### config.mk
export PLATFORM = sky130hd
export DESIGN_NAME = dma_copy_engine
export DESIGN_NICKNAME = d
export VERILOG_FILES = /design/src/rtl/dma_copy_engine.sv
export SDC_FILE = /design/constraint.sdc
export NUM_CORES = 1
export LEC_CHECK = 0
export CELL_PAD_IN_SITES_DETAIL_PLACEMENT = 2
export CELL_PAD_IN_SITES_GLOBAL_PLACEMENT = 2
export CORE_ASPECT_RATIO = 1.25
export CORE_MARGIN = 2
export CORE_UTILIZATION = 26
export CTS_CLUSTER_SIZE = 16
export DETAILED_ROUTE_END_ITERATION = 6
export PLACE_DENSITY = 0.82
export SYNTH_ARGS = -nofsm -noshare
export SYNTH_HDL_FRONTEND = slang
export SYNTH_SLANG_ARGS = --single-unit
### constraint.sdc
create_clock -name clk -period 2.65 [get_ports clk]
set_clock_uncertainty 0.2 [all_clocks]
set_input_delay 0.53 -clock clk [delete_from_list [all_inputs] [get_ports clk]]
set_output_delay 0.53 -clock clk [all_outputs]
set_load 0.02 [all_outputs]
### src/rtl/dma_copy_engine.sv
// dma_copy_engine: word-at-a-time memory copy over an AXI4-Lite-style master.
// Ports:
//   start/src_addr/dst_addr/len   transfer request, latched when idle
//   busy/done/err/err_code        status; err/err_code stick until the next accepted start
//   bytes_done                    bytes written back with an OKAY B response
//   m_ar*/m_r*                    single-beat read channel
//   m_aw*/m_w*/m_b*               single-beat write channel
`timescale 1ns/1ps
module dma_copy_engine #(
    parameter int ADDR_W = 32,
    parameter int DATA_W = 32,
    parameter int LEN_W  = 32
) (
    input  logic              clk,
    input  logic              rst_n,
    input  logic              start,
    input  logic [ADDR_W-1:0] src_addr,
    input  logic [ADDR_W-1:0] dst_addr,
    input  logic [LEN_W-1:0]  len,
    output logic              busy,
    output logic              done,
    output logic              err,
    output logic [1:0]        err_code,
    output logic [LEN_W-1:0]  bytes_done,
    output logic [ADDR_W-1:0] m_araddr,
    output logic              m_arvalid,
    input  logic              m_arready,
    input  logic [DATA_W-1:0] m_rdata,
    input  logic [1:0]        m_rresp,
    input  logic              m_rvalid,
    output logic              m_rready,
    output logic [ADDR_W-1:0] m_awaddr,
    output logic              m_awvalid,
    input  logic              m_awready,
    output logic [DATA_W-1:0] m_wdata,
    output logic [3:0]        m_wstrb,
    output logic              m_wvalid,
    input  logic              m_wready,
    input  logic [1:0]        m_bresp,
    input  logic              m_bvalid,
    output logic              m_bready
);
    localparam logic [2:0] IDLE    = 3'd0;
    localparam logic [2:0] CHECK   = 3'd1;
    localparam logic [2:0] RD_ADDR = 3'd2;
    localparam logic [2:0] RD_DATA = 3'd3;
    localparam logic [2:0] WR      = 3'd4;
    localparam logic [2:0] WR_RESP = 3'd5;
    localparam logic [2:0] FINISH  = 3'd6;

    logic [2:0]        state;
    logic [ADDR_W-1:0] src, dst;
    logic [LEN_W-1:0]  rem;
    logic [DATA_W-1:0] word_buf;
    logic              aw_done, w_done;
    logic              aw_ok, w_ok;

    // A channel counts as complete if it finished earlier or handshakes this cycle
    assign aw_ok = aw_done | m_awready;
    assign w_ok  = w_done | m_wready;

    assign busy      = state inside {CHECK, RD_ADDR, RD_DATA, WR, WR_RESP};
    assign done      = state == FINISH;
    assign m_araddr  = src;
    assign m_arvalid = state == RD_ADDR;
    assign m_rready  = state == RD_DATA;
    assign m_awaddr  = dst;
    assign m_awvalid = state == WR && !aw_done;
    assign m_wdata   = word_buf;
    assign m_wstrb   = state == WR ? 4'hF : 4'h0;
    assign m_wvalid  = state == WR && !w_done;
    assign m_bready  = state == WR_RESP;

    always_ff @(posedge clk) begin
        if (!rst_n) begin
            state      <= IDLE;
            src        <= '0;
            dst        <= '0;
            rem        <= '0;
            word_buf   <= '0;
            aw_done    <= 1'b0;
            w_done     <= 1'b0;
            err        <= 1'b0;
            err_code   <= 2'd0;
            bytes_done <= '0;
        end else begin
            case (state)
                IDLE: if (start) begin
                    src        <= src_addr;
                    dst        <= dst_addr;
                    rem        <= len;
                    err        <= 1'b0;
                    err_code   <= 2'd0;
                    bytes_done <= '0;
                    state      <= CHECK;
                end
                CHECK: if (|{src[1:0], dst[1:0], rem[1:0]}) begin
                    err      <= 1'b1;
                    err_code <= 2'd1;
                    state    <= FINISH;
                end else begin
                    state <= rem == '0 ? FINISH : RD_ADDR;
                end
                RD_ADDR: if (m_arready) state <= RD_DATA;
                RD_DATA: if (m_rvalid) begin
                    if (m_rresp == 2'b00) begin
                        word_buf <= m_rdata;
                        aw_done  <= 1'b0;
                        w_done   <= 1'b0;
                        state    <= WR;
                    end else begin
                        err      <= 1'b1;
                        err_code <= 2'd2;
                        state    <= FINISH;
                    end
                end
                WR: begin
                    aw_done <= aw_ok;
                    w_done  <= w_ok;
                    if (aw_ok && w_ok) state <= WR_RESP;
                end
                WR_RESP: if (m_bvalid) begin
                    if (m_bresp == 2'b00) begin
                        bytes_done <= bytes_done + LEN_W'(4);
                        src        <= src + ADDR_W'(4);
                        dst        <= dst + ADDR_W'(4);
                        rem        <= rem - LEN_W'(4);
                        state      <= rem == LEN_W'(4) ? FINISH : RD_ADDR;
                    end else begin
                        err      <= 1'b1;
                        err_code <= 2'd3;
                        state    <= FINISH;
                    end
                end
                FINISH: state <= IDLE;
                default: state <= IDLE;
            endcase
        end
    end
endmodule

==> reports/qor.yml <==
pwr:
  p_per_area_nw_per_um2: 826
  power.leakage_nw: 4.60
  ir_worst_vdd_mv: 0.373
placed_design:
  numPortBuffers: 279
  place_ws_ns: -0.498
  gp_congestion: 0.836
  hpwlAfterDp_mm: 30.9
drt:
  wl_per_cell_um: 22.3
  dr.pass1.iters: 4
  wl_mm: 42.2
  vias_per_cell: 5.55
  antenna_left: 0
  routed-via-count: 10469
  drt_iter0_markers: 505
  drc: 0
job:
  drv_cap: 0
logic_synthesis:
  synth.top_cell.area_share: 0.375
  synth_area_leaders: "dfxtp_1 (38%), nand2_1 (7.5%), a21oi_1 (5.9%)"
  synth_edf_count: 0
  synth_warnings: 0
  ys_types: 72
  synth-main-ff-cell: "dfxtp_1"
  syn_area_per_cell_um2: 7.62
  synth.most_common_cell: "nand2_1"
  synth_area_leader_cell: "dfxtp_1"
  seq_area_frac_synth: 0.375
  syn_area_um2: 8850
  synth_common_cells: "nand2_1 (178), dfxtp_1 (166), a21oi_1 (104), nor2_1 (96), clkbuf_1 (74)"
  ys_seq_elements: 166
  ys_async_sr_fraction: 0
  synthCells: 1162
min_path:
  hold_depth: 2
  hold_path.class: "register to register"
setup_path:
  cp_common_cell: "buf_4"
  reg2reg_depth: 8
  path_delay_family: "buffers and inverters"
  cp_max_fo: 10
  endpoint_kind: "output pin"
  cp_num_cells: 5
  crit_type: "register to output pin"
  path_cells: "buf_4 -> nand2b_1 -> nor2_1 -> buf_4 -> clkdlybuf4s15_1"
  required_ns: 1.92
  cp_num_buf_inv: 3
  cp-start-kind: "register"
  arrival_ns: 1.83
  slowest_stage: "dfxtp_1"
  slowest_delay_ns: 0.34
global_routing:
  grt_pass1_vias: 11422
  grt_overflow: 0
  grt_pass1_wl_mm: 65.2
  antenna_found_initial: 4
  grt_usage: 0.235
  grt_max_degree: 118
sta:
  slew_headroom: 0.578
  max_freq_ghz: 0.391
  finalSetupViolations: 0
  worst_pin_slew_ns: 0.627
  tns_ns: 0
  layout_setup_ws_ns: 0.0919
  finalCritPeriodShare: 0.965
  finalCriticalPeriod_ns: 2.56
  hold_violations: 0
  slew_viol_final: 0
layout:
  nets: 1595
  fill_cells: 3850
  seq_area_um2: 3320
  multi_input_area_um2: 5150
  area_delta_synth_final_pct: 48.2
  drive_gt1_frac: 0.0957
run_status:
  status: "complete, no violations"
clocking:
  tritoncts: "built"
  cts_hold_buf: 0
  cts_resized: 14
  h-tree-depth: 4
  clockBufferDepth: 2
  cts_setup_buffers: 0
  clk_pin_slew_ns: 0.07
  clkSinkCount: 166
  clock_latency_ns: 0.45
  cts-root-buf: "clkbuf_16"
  cts_buffers: 17
floorplan:
  design.core.area_um2: 33600
  row_count: 75
  die_width_um: 169
  ioPinCount: 282
  floorplan.initialDensity: 0.264
  dieArea_um2: 35600
  die_y_um: 210
## flip-flops by register name (all words and copies together) (netlist names)
name / cells
aw_done: 1
bytes_done: 30
err: 1
err_code: 2
m_araddr: 32
m_awaddr: 32
m_wdata: 32
rem: 32
state: 3
w_done: 1
## report_power, final
part | total (W) | leakage (nW) | switching, W | internal (W)
logic | 0.00480 | 2.97 | 0.00281 | 0.00199
registers | 0.00346 | 1.35 | 0.000559 | 0.00290
clock network | 0.00258 | 0.273 | 0.00121 | 0.00137
total | 0.0108 | 4.60 | 0.00457 | 0.00627
## tightest hold or removal path: stages, from the launching register on
cell and delay (ns):
dfxtp_1 0.31, nand2_1 0.05, a21oi_1 0.05
## cell usage in the layout (no fill, tap or decap), types with 11 or more instances in the layout
| cell | Yosys | routed |
|---|---|---|
| a31oi_1 | 21 | 21 |
| clkdlybuf4s50_1 | 0 | 267 |
| a22oi_1 | 15 | 15 |
| nand4_1 | 30 | 30 |
| and3_1 | 20 | 20 |
| o21ai_0 | 62 | 62 |
| clkbuf_16 | 0 | 17 |
| a21oi_1 | 104 | 103 |
| or3_1 | 17 | 17 |
| nand3_1 | 50 | 50 |
| nand2_1 | 178 | 177 |
| xnor2_1 | 11 | 11 |
| buf_4 | 6 | 71 |
| or4_1 | 19 | 19 |
| nor2_1 | 96 | 95 |
| nor3_1 | 37 | 36 |
| a211oi_1 | 11 | 11 |
| o31ai_1 | 23 | 23 |
| inv_1 | 18 | 17 |
| nor4_1 | 24 | 22 |
| dfxtp_1 | 166 | 165 |
## worst paths after layout
path	startpoint	to	slack, ns
min	rem[1]	rem[1]	0.26
min reg2reg	rem[1]	rem[1]	0.26
max	state[1]	m_wstrb[0]	0.09
max reg2reg	rem[3]	rem[22]	0.19
## per-stage QoR
step / utilization / area [um^2] / hold WS, ns / cells / total power, W
2_1_floorplan: - / 8860 / 0.236 / 1163 / 0.00594
3_3_place_gp: 0.373 / 12500 / 0.241 / 1854 / 0.00810
3_5_place_dp: 0.373 / 12500 / 0.253 / 1854 / 0.00829
4_1_cts: 0.390 / 13100 / 0.263 / 1886 / 0.0109
5_1_grt: 0.391 / 13100 / 0.281 / 1887 / 0.0115
6_report: 0.391 / 13100 / 0.258 / 1887 / 0.0108
## final cells by class
cell class / count / share of cell area
Multi-Input combinational cell: 888 / 0.393
Timing Repair Buffer: 358 / 0.264
Sequential cell: 166 / 0.253
Tap cell: 423 / 0.0403
Clock buffer: 21 / 0.0351
Clock inverter: 11 / 0.00887
Inverter: 19 / 0.00553
Antenna cell: 1 / 0.000191
## metal layers
layer  up-vias  part of all wire  GRT usage
met3        50             0.064     0.0652
li1       4869                 -          -
met5         -           0.00095          0
met2       298              0.50      0.424
met4         6             0.022     0.0740
met1      5246              0.41      0.267
## cells by family after synthesis
family                   after synthesis  share of synthesized area
AND/OR/NAND/NOR                      524                      0.298
other                                  1                   0.000424
AO/OA/AOI/OAI                        335                      0.247
multiplexers                           6                    0.00678
adder cells (fa/ha/maj)                5                    0.00707
flip-flops                           166                      0.375
buffers and inverters                109                     0.0496
XOR/XNOR                              16                     0.0158
No activity file was read; power rests on OpenSTA's default activity.
